<file path="src/rtl/mem_port_arbiter_if.sv">
// Bundle of fetch, data and memory-side signals around the unified memory port.
// The slave view belongs to the arbiter; the master view drives both stages and models the memory.
interface mem_port_arbiter_if #(
  parameter int ADDR_WIDTH = 32,
  parameter int DATA_WIDTH = 32
);
  logic                  if_req;
  logic [ADDR_WIDTH-1:0] if_addr;
  logic [DATA_WIDTH-1:0] if_rdata;
  logic                  if_valid;
  logic                  if_stall;
  logic                  flush;
  logic                  d_req;
  logic                  d_we;
  logic [ADDR_WIDTH-1:0] d_addr;
  logic [DATA_WIDTH-1:0] d_wdata;
  logic [DATA_WIDTH-1:0] d_rdata;
  logic                  d_valid;
  logic                  d_stall;
  logic                  mem_req;
  logic                  mem_we;
  logic [ADDR_WIDTH-1:0] mem_addr;
  logic [DATA_WIDTH-1:0] mem_wdata;
  logic [DATA_WIDTH-1:0] mem_rdata;
  logic                  mem_ack;

  modport slave (
    input  if_req, if_addr, flush, d_req, d_we, d_addr, d_wdata, mem_rdata, mem_ack,
    output if_rdata, if_valid, if_stall, d_rdata, d_valid, d_stall,
           mem_req, mem_we, mem_addr, mem_wdata
  );

  modport master (
    output if_req, if_addr, flush, d_req, d_we, d_addr, d_wdata, mem_rdata, mem_ack,
    input  if_rdata, if_valid, if_stall, d_rdata, d_valid, d_stall,
           mem_req, mem_we, mem_addr, mem_wdata
  );
endinterface

</file>
<file path="src/rtl/mem_port_arbiter.sv">
// Shares one single-port memory between instruction fetch and data access.
// Data wins ties; a bounded data streak guarantees fetch forward progress.
module mem_port_arbiter #(
  parameter int ADDR_WIDTH      = 32,
  parameter int DATA_WIDTH      = 32,
  parameter int MAX_DATA_STREAK = 4
) (
  input logic clk,
  input logic reset,
  mem_port_arbiter_if.slave bus
);
  localparam int SW = $clog2(MAX_DATA_STREAK + 1);

  typedef enum logic [1:0] {IDLE, IF_BUSY, D_BUSY} state_t;

  state_t                r_state, w_next;
  logic [SW-1:0]         r_streak;
  logic                  r_drop;
  logic                  r_mem_req, r_mem_we;
  logic [ADDR_WIDTH-1:0] r_mem_addr;
  logic [DATA_WIDTH-1:0] r_mem_wdata, r_if_rdata, r_d_rdata;
  logic                  r_if_valid, r_d_valid;
  logic                  w_if_elig, w_d_elig, w_grant_if, w_grant_d;

  // A requester whose completion pulse is high this cycle is about to drop its request.
  assign w_if_elig = bus.if_req & ~r_if_valid;
  assign w_d_elig  = bus.d_req  & ~r_d_valid;

  always_ff @(posedge clk) begin
    if (!reset) r_state <= IDLE;
    else        r_state <= w_next;
  end

  always_comb begin
    w_next     = r_state;
    w_grant_if = 1'b0;
    w_grant_d  = 1'b0;
    case (r_state)
      IDLE: begin
        if (w_d_elig && (!w_if_elig || r_streak < SW'(MAX_DATA_STREAK))) begin
          w_grant_d = 1'b1;
          w_next    = D_BUSY;
        end else if (w_if_elig) begin
          w_grant_if = 1'b1;
          w_next     = IF_BUSY;
        end
      end
      IF_BUSY, D_BUSY: if (bus.mem_ack) w_next = IDLE;
      default: w_next = IDLE;
    endcase
  end

  always_ff @(posedge clk) begin
    if (!reset) begin
      r_mem_req   <= 1'b0;
      r_mem_we    <= 1'b0;
      r_mem_addr  <= '0;
      r_mem_wdata <= '0;
      r_if_rdata  <= '0;
      r_d_rdata   <= '0;
      r_if_valid  <= 1'b0;
      r_d_valid   <= 1'b0;
      r_streak    <= '0;
      r_drop      <= 1'b0;
    end else begin
      r_if_valid <= 1'b0;
      r_d_valid  <= 1'b0;
      if (w_grant_d) begin
        r_mem_req   <= 1'b1;
        r_mem_we    <= bus.d_we;
        r_mem_addr  <= bus.d_addr;
        r_mem_wdata <= bus.d_wdata;
        if (!bus.if_req)                           r_streak <= '0;
        else if (r_streak != SW'(MAX_DATA_STREAK)) r_streak <= r_streak + SW'(1);
      end
      if (w_grant_if) begin
        r_mem_req  <= 1'b1;
        r_mem_we   <= 1'b0;
        r_mem_addr <= bus.if_addr;
        r_streak   <= '0;
      end
      if (r_state == IF_BUSY) begin
        if (bus.mem_ack) begin
          r_if_rdata <= bus.mem_rdata;
          r_if_valid <= ~(r_drop | bus.flush);
          r_drop     <= 1'b0;
          r_mem_req  <= 1'b0;
          r_mem_we   <= 1'b0;
        end else if (bus.flush) begin
          r_drop <= 1'b1;
        end
      end
      // Stores leave the last load value visible on d_rdata.
      if (r_state == D_BUSY && bus.mem_ack) begin
        r_d_valid <= 1'b1;
        if (!r_mem_we) r_d_rdata <= bus.mem_rdata;
        r_mem_req <= 1'b0;
        r_mem_we  <= 1'b0;
      end
    end
  end

  assign bus.mem_req   = r_mem_req;
  assign bus.mem_we    = r_mem_we;
  assign bus.mem_addr  = r_mem_addr;
  assign bus.mem_wdata = r_mem_wdata;
  assign bus.if_rdata  = r_if_rdata;
  assign bus.if_valid  = r_if_valid;
  assign bus.d_rdata   = r_d_rdata;
  assign bus.d_valid   = r_d_valid;
  assign bus.if_stall  = bus.if_req & ~r_if_valid;
  assign bus.d_stall   = bus.d_req & ~r_d_valid;
endmodule

</file>
<file path="src/flat_wrapper.sv">
// flat-port wrapper written by rule: the top's interface ports become plain ports
module mem_port_arbiter_flat 
#(
  parameter int ADDR_WIDTH      = 32,
  parameter int DATA_WIDTH      = 32,
  parameter int MAX_DATA_STREAK = 4
)
  (clk, reset, bus_if_req, bus_if_addr, bus_flush, bus_d_req, bus_d_we, bus_d_addr, bus_d_wdata, bus_mem_rdata, bus_mem_ack, bus_if_rdata, bus_if_valid, bus_if_stall, bus_d_rdata, bus_d_valid, bus_d_stall, bus_mem_req, bus_mem_we, bus_mem_addr, bus_mem_wdata);
  mem_port_arbiter_if #(.ADDR_WIDTH(ADDR_WIDTH), .DATA_WIDTH(DATA_WIDTH)) bus_i ();
  input logic clk;
  input logic reset;
  input wire logic [$bits(bus_i.if_req)-1:0] bus_if_req;
  input wire logic [$bits(bus_i.if_addr)-1:0] bus_if_addr;
  input wire logic [$bits(bus_i.flush)-1:0] bus_flush;
  input wire logic [$bits(bus_i.d_req)-1:0] bus_d_req;
  input wire logic [$bits(bus_i.d_we)-1:0] bus_d_we;
  input wire logic [$bits(bus_i.d_addr)-1:0] bus_d_addr;
  input wire logic [$bits(bus_i.d_wdata)-1:0] bus_d_wdata;
  input wire logic [$bits(bus_i.mem_rdata)-1:0] bus_mem_rdata;
  input wire logic [$bits(bus_i.mem_ack)-1:0] bus_mem_ack;
  output wire logic [$bits(bus_i.if_rdata)-1:0] bus_if_rdata;
  output wire logic [$bits(bus_i.if_valid)-1:0] bus_if_valid;
  output wire logic [$bits(bus_i.if_stall)-1:0] bus_if_stall;
  output wire logic [$bits(bus_i.d_rdata)-1:0] bus_d_rdata;
  output wire logic [$bits(bus_i.d_valid)-1:0] bus_d_valid;
  output wire logic [$bits(bus_i.d_stall)-1:0] bus_d_stall;
  output wire logic [$bits(bus_i.mem_req)-1:0] bus_mem_req;
  output wire logic [$bits(bus_i.mem_we)-1:0] bus_mem_we;
  output wire logic [$bits(bus_i.mem_addr)-1:0] bus_mem_addr;
  output wire logic [$bits(bus_i.mem_wdata)-1:0] bus_mem_wdata;
  assign bus_i.if_req = bus_if_req;
  assign bus_i.if_addr = bus_if_addr;
  assign bus_i.flush = bus_flush;
  assign bus_i.d_req = bus_d_req;
  assign bus_i.d_we = bus_d_we;
  assign bus_i.d_addr = bus_d_addr;
  assign bus_i.d_wdata = bus_d_wdata;
  assign bus_i.mem_rdata = bus_mem_rdata;
  assign bus_i.mem_ack = bus_mem_ack;
  assign bus_if_rdata = bus_i.if_rdata;
  assign bus_if_valid = bus_i.if_valid;
  assign bus_if_stall = bus_i.if_stall;
  assign bus_d_rdata = bus_i.d_rdata;
  assign bus_d_valid = bus_i.d_valid;
  assign bus_d_stall = bus_i.d_stall;
  assign bus_mem_req = bus_i.mem_req;
  assign bus_mem_we = bus_i.mem_we;
  assign bus_mem_addr = bus_i.mem_addr;
  assign bus_mem_wdata = bus_i.mem_wdata;
  mem_port_arbiter #(.ADDR_WIDTH(ADDR_WIDTH), .DATA_WIDTH(DATA_WIDTH), .MAX_DATA_STREAK(MAX_DATA_STREAK)) u_core (.clk(clk), .reset(reset), .bus(bus_i));
endmodule
</file>
<file path="config.mk">
export PLATFORM = sky130hd
export DESIGN_NAME = mem_port_arbiter_flat
export DESIGN_NICKNAME = d
export VERILOG_FILES = /design/src/rtl/mem_port_arbiter_if.sv /design/src/rtl/mem_port_arbiter.sv /design/src/flat_wrapper.sv
export SDC_FILE = /design/constraint.sdc
export NUM_CORES = 1
export LEC_CHECK = 0
export CORE_MARGIN = 1.5
export CORE_UTILIZATION = 35
export CTS_CLUSTER_SIZE = 14
export DETAILED_ROUTE_END_ITERATION = 10
export GPL_TIMING_DRIVEN = 0
export HOLD_SLACK_MARGIN = 0.03
export PLACE_DENSITY = 0.74
export SLEW_MARGIN = 20
export SYNTH_ARGS = -nofsm -noshare
export SYNTH_HDL_FRONTEND = slang
export SYNTH_SLANG_ARGS = --single-unit
export TNS_END_PERCENT = 100
</file>
<file path="constraint.sdc">
create_clock -name clk -period 1.71 [get_ports clk]
set_clock_uncertainty 0.05 [all_clocks]
set_input_delay 0.2565 -clock clk [delete_from_list [all_inputs] [get_ports clk]]
set_output_delay 0.2565 -clock clk [all_outputs]
set_load 0.005 [all_outputs]
</file>
==> flow_summary.json, run 1 <==
{
  "numCtsBuffers": 17,
  "p_per_area_nw_per_um2": 957,
  "insertedDiodeCount": 0,
  "die_h_um": 127,
  "status": "complete, no violations",
  "number_of_antenna_violations_at_the_first_check_in_global_routing": 0,
  "timing.critical_path.from_type": "flop",
  "die-width_um": 127,
  "syn_area_per_cell_um2": 8.94,
  "netlist-cell-type-count": 34,
  "cp_slowest_stage_delay_ns": 0.34,
  "seqCellArea_um2": 2770,
  "critical_path_peak_fanout": 10,
  "synth_enable_flop_cells": 0,
  "worst_hold_path.num_cells": 3,
  "setup.worst_path.class": "flop to flop",
  "synth_cells": 598,
  "final_area_um2": 9200,
  "placement.cell_area_um2": 8260,
  "vdd_drop_max_uv": 645,
  "firstDrtPassIters": 4,
  "critical_path.reg2reg.endpoint": "u_core.bus.mem_addr[21]",
  "row_count": 44,
  "synth.mux.area_fraction_pct": 0.187,
  "place_congestion": 0.754,
  "synth_top_family_by_area": "compound AO/OA/AOI/OAI gates",
  "synth_warnings": 0,
  "cts.htree.levels": 4,
  "dp_wirelength_mm": 13.0,
  "setup_viol": 0,
  "max_freq_mhz": 597,
  "drt-wirelength-per-cell_um": 16.3,
  "grt_start_max_net_pins": 17,
  "tritoncts": "yes",
  "worstPathBufferInverterCount": 3,
  "cp-end-kind": "flop",
  "final.min_clock_period_ns": 1.67,
  "final.hold.worst_slack_ns": 0.333,
  "gr-total-overflow": 0,
  "clkSlewWorstSetupHoldPaths_ns": 0.06,
  "top_level_ports": 269,
  "drive_above_1_share_pct": 13.0,
  "portBuffers": 268,
  "slew_headroom_pct": 71.8,
  "dr.first_iter.drc_count": 242,
  "grt_setup_unrepaired": "true",
  "postSynth.asyncResetShare_pct": 0,
  "antenna_violating_nets_post_route": 0,
  "grt_pass1_vias": 5249,
  "post_drt_via_cell_ratio": 4.84,
  "rr_startpoint": "u_core.r_state[0]",
  "post-layout-total-power_w": 0.00881,
  "worst_pin_slew_ns": 0.423,
  "tritoncts_num_sinks": 138,
  "design.core.area_um2": 14700,
  "detail_route.wirelength_mm": 17.7,
  "initial_util_pct": 36.4,
  "synth-seq-area-share_pct": 51.7,
  "multiInputGateArea_um2": 2500,
  "die_area_um2": 16000,
  "grt_pass1_wl_mm": 27.6,
  "detailroute.via_count": 5256,
  "synth_fp_nets": 738,
  "drc": 0,
  "cts_root_buffer": "sky130_fd_sc_hd__clkbuf_16",
  "hold_path_end": "u_core.bus.mem_wdata[14]",
  "critPathMostFrequentCell": "sky130_fd_sc_hd__buf_6",
  "worstPathCellList": "inv_2 > ha_4 > nand3b_1 > a21oi_2 > buf_6 > buf_6 > and3_1 > a221o_1",
  "clk_path_buf_depth": 2,
  "cp.required_ns": 1.96,
  "ff2ff_path_depth": 8,
  "synth_simple_gate_area_share_pct": 20.7,
  "cap_violations": 0,
  "netlist_area_um2": 5350,
  "drv_slew": 0,
  "yosys.area_share.xor_xnor_pct": 0,
  "setup_slack_ns": 0.0362,
  "worstPathArrival_ns": 1.93,
  "flow.area_growth_from_synthesis_pct": 72.1,
  "p_leak_nw": 3.49,
  "worst_hold_launch": "bus_d_wdata[14]",
  "n_fill_cell": 1296,
  "groute.usage.overall_pct": 22.0,
  "critPathTopFamily": "flip-flops",
  "synth-compound-area-share_pct": 21.2,
  "post-route-period-util_pct": 97.9,
  "synth_top_flop_cell": "sky130_fd_sc_hd__dfxtp_1",
  "flops_latches_synth": 138,
  "worstHoldPathType": "input port to flop",
  "clock_latency_ns": 0.42,
  "post_synth_fa_ha_maj_area_fraction_pct": 1.17,
  "placement.setup.worst_slack_ns": -0.560,
  "final-hold-violation-count": 0,
  "nNetsFinal": 1028,
  "worst-r2r-setup-slack_ns": 0.04,
  "final_core_utilization_pct": 62.6,
  "crit_path_top_delay_cell": "sky130_fd_sc_hd__dfxtp_2"
}
## where the power goes
part | switching [W] | leakage, nW | total, W | internal (W)
Clock | 0.00141 | 0.278 | 0.00360 | 0.00220
Combinational | 0.000641 | 2.09 | 0.00165 | 0.00101
Sequential | 0.000118 | 1.13 | 0.00356 | 0.00344
Total | 0.00217 | 3.49 | 0.00881 | 0.00664
## cell usage in the layout (no fill, tap or decap), drive strengths merged, types with 2 or more instances in the layout
cell type and count:
nand2 203, a21oi 6, a221o 31, clkdlybuf4s50 264
ha 5, dfxtp 138, nor3 3, and2 2
buf 22, and3 32, clkinv 3, clkinvlp 4
dlygate4sd2 4, nor2 7, o21ai 2, nor2b 4
clkbuf 51, a21boi 96, inv 6, o22ai 3
nand3b 2
## synth_stat cells, types with 7 or more instances
cell type                    n  area share [%]
sky130_fd_sc_hd__nand2_1   203              14
sky130_fd_sc_hd__dfxtp_1   138              52
sky130_fd_sc_hd__a21boi_0   66             9.3
sky130_fd_sc_hd__and3_1     32             3.7
sky130_fd_sc_hd__a221o_1    31             5.8
sky130_fd_sc_hd__a21boi_1   30             4.2
sky130_fd_sc_hd__clkbuf_1   29             2.0
sky130_fd_sc_hd__buf_2       8            0.75
sky130_fd_sc_hd__buf_6       7             1.5
sky130_fd_sc_hd__nor2_1      7            0.49
## worst min-delay path, cell delays in order
cell,delay [ns]
sky130_fd_sc_hd__clkdlybuf4s50_1,0.40
sky130_fd_sc_hd__nand2_1,0.06
sky130_fd_sc_hd__a21boi_1,0.05
## stage by stage
| step | TNS, ns | std cells |
|---|---|---|
| 2_1_floorplan | 0 | 598 |
| 3_3_place_gp | -57.06 | 1050 |
| 3_5_place_dp | -59.48 | 1050 |
| 4_1_cts | -0.0148 | 1084 |
| 5_1_grt | -1.05 | 1085 |
| 6_report | 0 | 1085 |
## logic make-up (layout without fill, tap and decap cells)
kind of cell / count (synthesis) / count (layout)
flip-flops: 138 / 138
multiplexers: 1 / 1
AO/OA/AOI/OAI: 143 / 143
AND/OR/NAND/NOR: 259 / 259
buffers and inverters: 52 / 355
adder cells (fa/ha/maj): 5 / 5
## flip-flops by register name, indices dropped and copies added (netlist names), 2 cells and up
register / flops
u_core.bus.d_rdata: 32
u_core.bus.if_rdata: 32
u_core.bus.mem_addr: 32
u_core.bus.mem_wdata: 32
u_core.r_streak: 3
u_core.r_state: 2
## per-layer routing
metal	track usage (%)	up-vias	routed length, um
met1	24.7	2433	7060
met3	9.49	27	1680
met5	0	-	0
li1	-	2607	-
met2	37.7	189	8630
met4	6.63	0	290
## how the worst max path moves through the flow
| stage | endpoint | cells after the start | startpoint |
|---|---|---|---|
| after floorplan | u_core.bus.mem_addr[28] | 8 | u_core.r_state[0] |
| after detailed placement | u_core.bus.d_rdata[17] | 5 | reset |
| final | u_core.bus.mem_addr[21] | 8 | u_core.r_state[0] |
| after CTS | u_core.bus.mem_wdata[15] | 9 | u_core.r_state[1] |
| after global placement | u_core.r_state[0] | 6 | reset |
| after global routing | u_core.bus.mem_addr[24] | 8 | u_core.r_state[0] |
## final cells by class
cell class / count / share of cell area [%]
Multi-Input combinational cell: 408 / 27.1
Clock buffer: 23 / 5.41
Tap cell: 184 / 2.50
Timing Repair Buffer: 273 / 29.9
Sequential cell: 138 / 30.1
Inverter: 5 / 0.204
Buffer: 45 / 3.81
Clock inverter: 9 / 0.952
## timing repair
item                                    4_1_cts  5_1_grt
gates resized for setup                      41       69
pin swaps                                     0       24
gates cloned                                  0        2
hold buffers                                  0        0
endpoints found under the setup margin      134      129
setup buffers                                 2        1
Note: power is estimated with default switching activity, not from simulation.
==> run 2: changes to the inputs <==
GPL_TIMING_DRIVEN = not set   (was 0)
==> run 2 against run 1 <==
Sequential share of layout area rose by 0.34 points. Flip-flop and latch count did not move. Sequential power about the same. Critical path depth stayed put. Setup slack got worse by 0.027 ns. Cell count shrank 1.2%. Global-route usage is 1.6 points lower. Via count is 1.6% lower. Register-to-register slack lost 0.03 ns. Die area unchanged. Routed wire length shrank 4.6%.
==> flow_summary.json, run 2 (synthesis gave the netlist of run 1 again) <==
{
  "worst_hold_path.num_cells": 3,
  "setup_slack_ns": 0.00907,
  "numCtsBuffers": 17,
  "cts.htree.levels": 4,
  "status": "complete, no violations",
  "firstDrtPassIters": 5,
  "dp_wirelength_mm": 11.4,
  "tritoncts_num_sinks": 138,
  "place_congestion": 0.776,
  "post_drt_via_cell_ratio": 4.83,
  "grt_pass1_wl_mm": 25.7,
  "crit_path_top_delay_cell": "sky130_fd_sc_hd__dfxtp_2",
  "clkSlewWorstSetupHoldPaths_ns": 0.06,
  "drv_slew": 0,
  "worstPathArrival_ns": 1.94,
  "clock_power_share_pct": 42.9,
  "detail_route.wirelength_mm": 16.9,
  "clock_latency_ns": 0.40,
  "final-hold-violation-count": 0,
  "final.min_clock_period_ns": 1.70,
  "cp_slowest_stage_delay_ns": 0.33,
  "flow.area_growth_from_synthesis_pct": 70.1,
  "cts_root_buffer": "sky130_fd_sc_hd__clkbuf_16",
  "tritoncts": "yes",
  "drc": 0,
  "p_per_area_nw_per_um2": 994,
  "final_common_cell": "sky130_fd_sc_hd__clkdlybuf4s50_1",
  "number_of_buffers_added_to_fix_hold_violations_after_cts": 0,
  "antenna_violating_nets_post_route": 0,
  "initial_util_pct": 36.4,
  "drive_above_1_share_pct": 9.47,
  "post-route-period-util_pct": 99.5,
  "worst_pin_slew_ns": 0.323,
  "p_sw_w": 0.00209,
  "row_count": 44,
  "worstHoldPathType": "input port to flop",
  "clk_path_buf_depth": 2,
  "worstPathCellList": "inv_2 > ha_4 > nand3b_1 > a21oi_4 > buf_6 > clkbuf_16 > and3_4 > a221o_1",
  "final.hold.worst_slack_ns": 0.202,
  "design.core.area_um2": 14700,
  "vdd_drop_max_uv": 687,
  "die_area_um2": 16000,
  "number_of_antenna_violations_at_the_first_check_in_global_routing": 1,
  "n_fill_cell": 1265,
  "cp-end-kind": "flop",
  "swShare_pct": 23.1,
  "cellInternalPower_w": 0.00695,
  "final.setup.tns_ns": 0,
  "p_seq_share_pct": 39.3,
  "grt_start_max_net_pins": 59,
  "most-common-layout-cells": "263 x sky130_fd_sc_hd__clkdlybuf4s50_1, 203 x sky130_fd_sc_hd__nand2_1, 136 x sky130_fd_sc_hd__dfxtp_1",
  "timing.critical_path.from_type": "flop",
  "post-layout-total-power_w": 0.00904,
  "setup_viol": 0,
  "slew_headroom_pct": 78.5,
  "nNetsFinal": 1014,
  "max_freq_mhz": 588,
  "grt_pass1_vias": 5009,
  "portBuffers": 268,
  "cap_violations": 0,
  "comb_power_share_pct": 17.8,
  "gr-total-overflow": 0,
  "drt-wirelength-per-cell_um": 15.7,
  "dr.first_iter.drc_count": 208,
  "critical_path_peak_fanout": 8,
  "cp.required_ns": 1.95,
  "die-width_um": 127,
  "die_h_um": 127,
  "placement.setup.worst_slack_ns": -0.149,
  "setup.worst_path.class": "flop to flop",
  "detailroute.via_count": 5173,
  "p_leak_nw": 3.45,
  "top_level_ports": 269,
  "ff2ff_path_depth": 8,
  "groute.usage.overall_pct": 20.4
}
run 2: changes by cell type in the layout (fill, tap and decap cells not counted), moves of 7 or more:
cell / before / now
sky130_fd_sc_hd__buf_4: 2 / 25
sky130_fd_sc_hd__clkbuf_4: 7 / 0
sky130_fd_sc_hd__nand2_1: 196 / 203
sky130_fd_sc_hd__buf_2: 8 / 0
sky130_fd_sc_hd__clkbuf_2: 10 / 0
sky130_fd_sc_hd__buf_12: 1 / 9
run 2: layout make-up:
| cell class | instances | area (um^2) | share of cell area [%] |
|---|---|---|---|
| Timing Repair Buffer | 304 | 3080 | 33.9 |
| Sequential cell | 138 | 2770 | 30.4 |
| Multi-Input combinational cell | 408 | 2370 | 26.0 |
| Clock buffer | 21 | 460 | 5.06 |
| Tap cell | 184 | 230 | 2.53 |
| Clock inverter | 11 | 168 | 1.84 |
| Inverter | 5 | 18.8 | 0.206 |
| Antenna cell | 1 | 2.50 | 0.0275 |
run 2: timing repair:
action | 4_1_cts | 5_1_grt
pin swaps | 1 | 2
setup endpoints to repair | 5 | 45
buffers inserted | 1 | 5
gates resized for setup | 5 | 11
cloned | 0 | 2
run 2: path summary, 6_finish.rpt:
path	slack, ns	endpoint	start
min	0.20	u_core.bus.mem_addr[7]	reset
max reg2reg	0.009	u_core.bus.mem_addr[24]	u_core.r_state[0]
min reg2reg	0.39	u_core.bus.if_valid	u_core.r_drop
max	0.009	u_core.bus.mem_addr[24]	u_core.r_state[0]
run 2: per-stage QoR:
| step | instance area [um^2] | std cells | utilization (%) |
|---|---|---|---|
| after floorplan | 5350 | 598 | - |
| after CTS | 8980 | 1064 | 61.1 |
| after detailed placement | 8340 | 1031 | 56.8 |
| final | 9090 | 1072 | 61.9 |
| after global routing | 9090 | 1072 | 61.9 |
| after global placement | 8340 | 1031 | 56.8 |
run 2: power by group through the flow:
stage               clock network (W)  logic, W  registers [W]
floorplan                           0  0.000548        0.00363
global placement                    0   0.00152        0.00361
detailed placement                  0   0.00153        0.00362
CTS                           0.00398   0.00155        0.00355
global route                  0.00415   0.00174        0.00358
finish                        0.00388   0.00161        0.00355
run 2: layer usage:
metal / wire length [um] / vias up / GRT usage, %
met5: 0 / - / 0
met4: 172 / 0 / 6.09
met3: 1680 / 19 / 9.36
met1: 6830 / 2398 / 22.4
li1: - / 2574 / -
met2: 8160 / 182 / 35.2
run 2: worst max-delay path, delay by kind of cell (launching register included):
kind | cells | cell delay, ns
buffers and inverters | 3 | 0.35
flip-flops | 1 | 0.33
adder cells (fa/ha/maj) | 1 | 0.16
AO/OA/AOI/OAI | 2 | 0.31
AND/OR/NAND/NOR | 2 | 0.37
==> run 3: changes to the inputs <==
HOLD_SLACK_MARGIN = not set   (was 0.03)
==> results of run 3 <==
Final layout, timing and power as in run 2 (identical DEF).
